--- src/rtl/seg7_scan_ctrl.sv ---
// ---------------------------------------------------------------------------
// seg7_scan_ctrl
//
// Four-digit multiplexed seven-segment display controller.  A 16-bit binary
// value is taken over a valid/ready handshake, saturated to 9999, converted
// to BCD by a bin_to_bcd instance and parked in a one-entry pending buffer.
// The pending value is moved onto the display only at a frame boundary
// (after digit 3 has finished its slot), so a frame never mixes two values.
// A prescaler advances the scanned digit every REFRESH_DIV clock cycles.
//
// Optional feature (compile-time macro):
//   SEG7_LZB_EN - leading-zero blanking; digit k > 0 is dark when nibbles
//                 k..3 of the displayed BCD value are all zero.
//
// Parameters:
//   REFRESH_DIV    - clock cycles each digit stays lit (>= 2)
//   SEG_ACTIVE_LOW - 1: seg_o/an_o active-low (common anode), 0: active-high
//
// Ports:
//   clk_i     in   clock, rising edge
//   rst_i     in   asynchronous active-high reset
//   valid_i   in   binary_i carries a new value
//   binary_i  in   [15:0] unsigned value to display
//   ready_o   out  pending buffer empty; accept on valid_i && ready_o
//   seg_o     out  [6:0] segments {g,f,e,d,c,b,a}
//   an_o      out  [3:0] digit enables, an_o[0] = rightmost digit
//   ovf_o     out  displayed value was saturated
// ---------------------------------------------------------------------------

// ---------------------------------------------------------------------------
// bin_to_bcd
//
// Combinational double-dabble converter.  Inputs up to 9999 produce a
// four-digit packed BCD result; larger inputs are not meaningful here since
// the caller saturates before conversion.
//
// Ports:
//   binary_i  in   [15:0] binary value (0..9999)
//   bcd_o     out  [15:0] packed BCD, bcd_o[3:0] = units digit
// ---------------------------------------------------------------------------
module bin_to_bcd (
    input  logic [15:0] binary_i,
    output logic [15:0] bcd_o
);

    logic [31:0] shift;

    // Shift-and-add-3: before each left shift, any BCD digit of 5 or more
    // gets 3 added so that it carries correctly into the next decade.
    always_comb begin
        shift        = 32'h0000_0000;
        shift[15:0]  = binary_i;
        for (int i = 0; i < 16; i++) begin
            for (int d = 0; d < 4; d++) begin
                if (shift[16 + 4*d +: 4] >= 4'd5) begin
                    shift[16 + 4*d +: 4] = shift[16 + 4*d +: 4] + 4'd3;
                end
            end
            shift = shift << 1;
        end
        bcd_o = shift[31:16];
    end

endmodule

module seg7_scan_ctrl #(
    parameter int REFRESH_DIV    = 100000,
    parameter int SEG_ACTIVE_LOW = 1
) (
    input  logic        clk_i,
    input  logic        rst_i,
    input  logic        valid_i,
    input  logic [15:0] binary_i,
    output logic        ready_o,
    output logic [6:0]  seg_o,
    output logic [3:0]  an_o,
    output logic        ovf_o
);

    localparam int DIV_W = (REFRESH_DIV > 1) ? $clog2(REFRESH_DIV) : 1;
    localparam logic [DIV_W-1:0] DIV_MAX = DIV_W'(REFRESH_DIV - 1);
    localparam logic [6:0] SEG_OFF = (SEG_ACTIVE_LOW != 0) ? 7'h7F : 7'h00;
    localparam logic [3:0] AN_OFF  = (SEG_ACTIVE_LOW != 0) ? 4'hF  : 4'h0;

    logic [DIV_W-1:0] div_cnt;
    logic [1:0]       dig;
    logic             tick;
    logic             frame_end;
    logic             accept;

    logic [15:0]      sat;
    logic [15:0]      conv_bcd;
    logic [15:0]      pend_bcd;
    logic             pend_ovf;
    logic             pend_full;
    logic [15:0]      disp_bcd;

    logic [3:0]       cur_nibble;
    logic             blank;
    logic [6:0]       seg_hi;
    logic [3:0]       an_hi;

    // Active-high segment pattern for one BCD digit; codes 10..15 never
    // reach the decoder and are shown dark just in case.
    function automatic logic [6:0] decode_digit(input logic [3:0] val);
        case (val)
            4'd0:    decode_digit = 7'h3F;
            4'd1:    decode_digit = 7'h06;
            4'd2:    decode_digit = 7'h5B;
            4'd3:    decode_digit = 7'h4F;
            4'd4:    decode_digit = 7'h66;
            4'd5:    decode_digit = 7'h6D;
            4'd6:    decode_digit = 7'h7D;
            4'd7:    decode_digit = 7'h07;
            4'd8:    decode_digit = 7'h7F;
            4'd9:    decode_digit = 7'h6F;
            default: decode_digit = 7'h00;
        endcase
    endfunction

    assign ready_o   = !pend_full;
    assign accept    = valid_i && !pend_full;
    assign tick      = (div_cnt == DIV_MAX);
    assign frame_end = tick && (dig == 2'd3);
    assign sat       = (binary_i > 16'd9999) ? 16'd9999 : binary_i;

    bin_to_bcd u_bin_to_bcd (
        .binary_i (sat),
        .bcd_o    (conv_bcd)
    );

    // Prescaler and digit index run freely from reset; the digit advances
    // once per REFRESH_DIV cycles and wraps after digit 3.
    always_ff @(posedge clk_i or posedge rst_i) begin
        if (rst_i) begin
            div_cnt <= '0;
            dig     <= 2'd0;
        end else begin
            div_cnt <= tick ? '0 : div_cnt + 1'b1;
            if (tick) begin
                dig <= dig + 2'd1;
            end
        end
    end

    // Pending buffer and displayed value.  Accept needs an empty buffer and
    // commit needs a full one, so the two can never happen on the same edge.
    always_ff @(posedge clk_i or posedge rst_i) begin
        if (rst_i) begin
            pend_bcd  <= 16'h0000;
            pend_ovf  <= 1'b0;
            pend_full <= 1'b0;
            disp_bcd  <= 16'h0000;
            ovf_o     <= 1'b0;
        end else begin
            if (accept) begin
                pend_bcd  <= conv_bcd;
                pend_ovf  <= (binary_i > 16'd9999);
                pend_full <= 1'b1;
            end else if (frame_end && pend_full) begin
                disp_bcd  <= pend_bcd;
                ovf_o     <= pend_ovf;
                pend_full <= 1'b0;
            end
        end
    end

    assign cur_nibble = disp_bcd[{dig, 2'b00} +: 4];

    // Blanking decision for the digit currently being scanned.  Digit 0 is
    // never dark so a zero value still shows a single "0".
    always_comb begin
        blank = 1'b0;
`ifdef SEG7_LZB_EN
        case (dig)
            2'd1:    blank = (disp_bcd[15:4]  == 12'h000);
            2'd2:    blank = (disp_bcd[15:8]  == 8'h00);
            2'd3:    blank = (disp_bcd[15:12] == 4'h0);
            default: blank = 1'b0;
        endcase
`endif
    end

    // Active-high view of the next segment and anode pattern.
    always_comb begin
        seg_hi = 7'h00;
        an_hi  = 4'h0;
        if (!blank) begin
            seg_hi = decode_digit(cur_nibble);
            an_hi  = 4'b0001 << dig;
        end
    end

    // Registered display drive, one cycle behind dig/disp_bcd, with the
    // polarity applied here so both outputs come straight from flops.
    always_ff @(posedge clk_i or posedge rst_i) begin
        if (rst_i) begin
            seg_o <= SEG_OFF;
            an_o  <= AN_OFF;
        end else if (SEG_ACTIVE_LOW != 0) begin
            seg_o <= ~seg_hi;
            an_o  <= ~an_hi;
        end else begin
            seg_o <= seg_hi;
            an_o  <= an_hi;
        end
    end

endmodule
--- config.mk ---
export PLATFORM = sky130hd
export DESIGN_NAME = seg7_scan_ctrl
export DESIGN_NICKNAME = d
export VERILOG_FILES = /design/src/rtl/seg7_scan_ctrl.sv
export SDC_FILE = /design/constraint.sdc
export NUM_CORES = 1
export LEC_CHECK = 0
export ABC_AREA = 1
export CORE_MARGIN = 2
export CORE_UTILIZATION = 48
export CTS_CLUSTER_DIAMETER = 40
export CTS_CLUSTER_SIZE = 14
export DETAILED_ROUTE_END_ITERATION = 6
export HOLD_SLACK_MARGIN = 0.05
export PLACE_DENSITY = 0.66
export SYNTH_ARGS = -nofsm -noshare
export SYNTH_HDL_FRONTEND = slang
export SYNTH_SLANG_ARGS = --single-unit
--- constraint.sdc ---
create_clock -name clk_i -period 5.21 [get_ports clk_i]
set_clock_uncertainty 0.15 [all_clocks]
set_input_delay 1.563 -clock clk_i [delete_from_list [all_inputs] [get_ports clk_i]]
set_output_delay 1.563 -clock clk_i [all_outputs]
set_load 0.1 [all_outputs]
==> impl_table.tex <==
\begin{tabular}{lr}
\hline
Metric & Value \\
\hline
\multicolumn{2}{l}{\textbf{Timing}} \\
\quad Clock period minus worst slack & 7990 ps \\
\quad Slew at the pin closest to its max-slew limit & 988 ps \\
\quad Worst-case headroom to the max-slew limit & 33.9\% \\
\quad Unrepaired setup endpoints after global routing & yes \\
\quad Final number of max-transition violations & 0 \\
\quad Final worst-path cycle share & 153\% \\
\quad Timing-limited maximum frequency & 125 MHz \\
\quad Final worst slack & -2780 ps \\
\quad Number of setup violations in the final report & 15 \\
\quad Final Hold Violating Endpoints & 0 \\
\multicolumn{2}{l}{\textbf{Clocking}} \\
\quad Latest clock arrival within the worst-skew pair & 330 ps \\
\quad CTS Hold Bufs & 0 \\
\quad Clock tree from TritonCTS & done \\
\quad Clock-pin slew on the worst setup and hold paths & 50 ps \\
\quad Clock buffers created by TritonCTS & 9 \\
\quad CTS H-Tree Depth & 3 \\
\quad CTS root buf & clkbuf\_16 \\
\quad Number of sinks driven by the clock tree & 65 \\
\quad Maximum buffer depth of the clock tree & 2 \\
\multicolumn{2}{l}{\textbf{Routing}} \\
\quad DRT antenna net count & 0 \\
\quad Ratio of routed vias to standard cells & 4.81 \\
\quad Number of DRC markers after the initial detailed-route iteration & 247 \\
\quad Final routed DRC violation total & 0 \\
\quad Routed length per placed instance & 11.1 um \\
\quad Total wire length & 14.4 mm \\
\quad TritonRoute pass-1 iters & 4 \\
\quad Via count & 6227 \\
\multicolumn{2}{l}{\textbf{Worst setup path}} \\
\quad Data required time of the critical path & 5280 ps \\
\quad Capture point of the critical path & pend\_bcd[14] \\
\quad R2R Setup Slk & 2200 ps \\
\quad Worst Setup Start Kind & input port \\
\quad CP max stage cell & or2\_4 \\
\quad Reg-to-reg startpoint & div\_cnt[0] \\
\quad Critical Path Source & binary\_i[15] \\
\quad Stage delay of the slowest cell on the critical path & 240 ps \\
\quad Most prevalent standard cell on the critical path & nand2\_4 \\
\quad Max FO, Critical Path & 5 \\
\quad Number of cell instances on the worst register-to-register path & 7 \\
\quad Type of the worst setup path & input port to flop \\
\quad Critical Path End Type & flop \\
\quad Capturing point of the worst reg2reg path & disp\_bcd[10] \\
\quad Data arrival time at the worst-slack endpoint & 8050 ps \\
\multicolumn{2}{l}{\textbf{Outcome}} \\
\quad Violated checks & setup timing \\
\quad Result of the run & finished with violations \\
\multicolumn{2}{l}{\textbf{Placed design}} \\
\quad Final Wtd Congestion & 0.792 \\
\quad Buffers on Ports & 31 \\
\quad Placed insts & 1225 \\
\quad HPWL after detailed placement & 9.73 mm \\
\multicolumn{2}{l}{\textbf{Floorplan}} \\
\quad Die Footprint & 13600 um2 \\
\quad Die width & 117 um \\
\quad Starting density of the core & 48.8\% \\
\quad Die boundary height & 117 um \\
\quad Floorplan core area & 12500 um2 \\
\quad Row count & 41 \\
\quad Number of top-level pins & 32 \\
\multicolumn{2}{l}{\textbf{Synthesis}} \\
\quad Synth warn & 0 \\
\quad Synthesized flop and latch total & 65 \\
\quad Number of different library cells in the post-synthesis netlist & 44 \\
\quad Proportion of synthesized chip area in sequential cells & 26.9\% \\
\quad Number of enable-type register cells in the synthesized netlist & 0 \\
\quad Post-Syn Area & 6110 um2 \\
\quad Primary FF master, synth & dfrtp\_1 \\
\quad Cells after synthesis & 885 \\
\quad Average cell area after synthesis & 6.90 um2 \\
\quad Post-synthesis async set-or-reset flop share & 100\% \\
\multicolumn{2}{l}{\textbf{Job}} \\
\quad Number of violations of the max-capacitance limit & 0 \\
\multicolumn{2}{l}{\textbf{Layout}} \\
\quad Number of nets in the layout & 1184 \\
\quad Proportion of layout cells with a drive suffix above 1 & 44.6\% \\
\quad Finished Layout Cells & 1295 \\
\quad Antenna fix cells & 0 \\
\quad Area growth from synthesis to final layout & 52.4\% \\
\multicolumn{2}{l}{\textbf{Min path}} \\
\quad Worst hold path type & flop to flop \\
\multicolumn{2}{l}{\textbf{Global routing}} \\
\quad Global-route wire length before repair & 24.2 mm \\
\quad Number of antenna violations at the first check in global routing & 0 \\
\quad Via count of the first global-routing pass & 6098 \\
\quad Global route overflow & 0 \\
\quad Maximum number of pins on one net before global-route repair & 37 \\
\quad GRT Overall Usage & 21.1\% \\
\hline
\end{tabular}
==> worst min-delay path by stage <==
| stage | start | to | cells after the start |
|---|---|---|---|
| floorplan | div_cnt[0] | div_cnt[0] | 1 |
| global placement | div_cnt[0] | div_cnt[0] | 1 |
| detailed placement | pend_bcd[10] | pend_bcd[10] | 2 |
| CTS | div_cnt[0] | div_cnt[0] | 1 |
| global route | div_cnt[0] | div_cnt[0] | 1 |
| finish | div_cnt[0] | div_cnt[0] | 1 |
==> metrics by stage <==
stage	hold WS, ps	setup slack (ps)	cell area, um2	setup TNS, ps	util [%]
2_1_floorplan	283	-2600	6410	-36280	-
3_3_place_gp	305	-3310	7940	-47940	63.4
3_5_place_dp	314	-3480	7940	-50430	63.4
4_1_cts	323	-2620	8850	-37780	70.7
5_1_grt	344	-3240	9310	-46970	74.4
6_report	315	-2780	9310	-39960	74.4
==> sequential cells by signal, summed over array words and instances (netlist names) <==
register / cells
div_cnt: 17
disp_bcd: 16
pend_bcd: 16
seg_o: 7
an_o: 4
dig: 2
ovf_o: 1
pend_full: 1
pend_ovf: 1
==> layout by cell type, fill, tap and decap left out, types with 3 or more instances in the layout <==
cell type / synthesis / layout
dfstp_2: 11 / 11
nand2_4: 11 / 40
nand3_4: 0 / 18
ha_4: 0 / 16
nand3_1: 83 / 65
nor3_1: 6 / 6
a21oi_1: 14 / 11
ha_2: 0 / 5
nand2_2: 47 / 74
inv_1: 140 / 112
and2_4: 4 / 8
nor2_4: 1 / 4
inv_2: 19 / 39
a32oi_1: 3 / 3
inv_4: 0 / 6
o21ai_0: 38 / 34
o21ai_4: 0 / 4
o211ai_1: 6 / 6
nand3_2: 20 / 20
nand4_1: 17 / 17
xor2_1: 10 / 10
clkbuf_2: 0 / 7
dfrtp_1: 54 / 54
o21ai_1: 6 / 9
nand2_1: 241 / 183
o22ai_1: 3 / 3
clkinv_1: 3 / 3
o21ai_2: 9 / 6
mux2_2: 9 / 9
a21oi_2: 2 / 4
buf_6: 0 / 5
nor2_1: 43 / 40
conb_1: 2 / 7
ha_1: 47 / 26
clkbuf_16: 0 / 9
buf_4: 0 / 188
xor2_4: 1 / 5
clkdlybuf4s50_1: 0 / 19
==> metal layers <==
metal / vias up / part of all wire, % / routed length, um / track usage (%)
met1: 2849 / 43 / 6150 / 24.5
met4: 0 / 1.8 / 259 / 6.59
met2: 77 / 54 / 7730 / 40.4
met5: - / 0 / 0 / 0
met3: 26 / 1.6 / 236 / 2.37
li1: 3275 / - / - / -
==> repair_timing <==
item,4_1_cts,5_1_grt
gates resized for setup,95,111
cloned,0,0
pin swaps,76,81
endpoints found under the setup margin,15,15
buffers inserted,43,13
==> synth_stat cells, types with 3 or more instances <==
master / number / area, um2
o211ai_1: 6 / 45.0
nand3_1: 83 / 415
ha_1: 47 / 588
nand4_1: 17 / 106
o21ai_0: 38 / 190
a32oi_1: 3 / 26.3
xor2_1: 10 / 87.6
clkinv_1: 3 / 11.3
inv_1: 140 / 526
and2_1: 5 / 31.3
nand2_1: 241 / 905
dfrtp_1: 54 / 1350
o21ai_1: 6 / 30.0
nor2_1: 43 / 161
nand2_2: 47 / 294
nand3_2: 20 / 200
o22ai_1: 3 / 18.8
nor3_1: 6 / 30.0
a21oi_1: 14 / 70.1
o21ai_2: 9 / 78.8
dfstp_2: 11 / 289
inv_2: 19 / 71.3
mux2_2: 9 / 101
clkbuf_1: 4 / 15.0
nand2_4: 11 / 124
xor2_2: 6 / 97.6
and2_4: 4 / 35.0
==> worst max-delay path: cells and delay by family <==
kind	cells	cell delay, ps
AOI/OAI and AO/OA	5	700
buffers and inverters	13	1020
adders and majority gates	7	1160
and+or+nand+nor	36	3260
xor gates and xnor gates	2	350
==> logic make-up after synthesis <==
| family | synth area share (%) |
|---|---|
| mux | 1.66 |
| buf+inv | 10.3 |
| simple gates | 38.9 |
| xor+xnor | 3.63 |
| other cells | 0.123 |
| flops | 26.9 |
| fa+ha+maj | 9.63 |
| compound gates | 8.93 |
==> layout make-up <==
class,count,area [um2]
Tap cell,172,215
Inverter,162,652
Clock buffer,10,239
Clock inverter,6,67.6
Fill cell,985,3210
Sequential cell,65,1640
Multi-Input combinational cell,658,4760
Timing Repair Buffer,222,1740
Power is left out: the tool's default activity adds up to more than one toggle a clock period on the data nets, which glitch-free logic cannot reach.
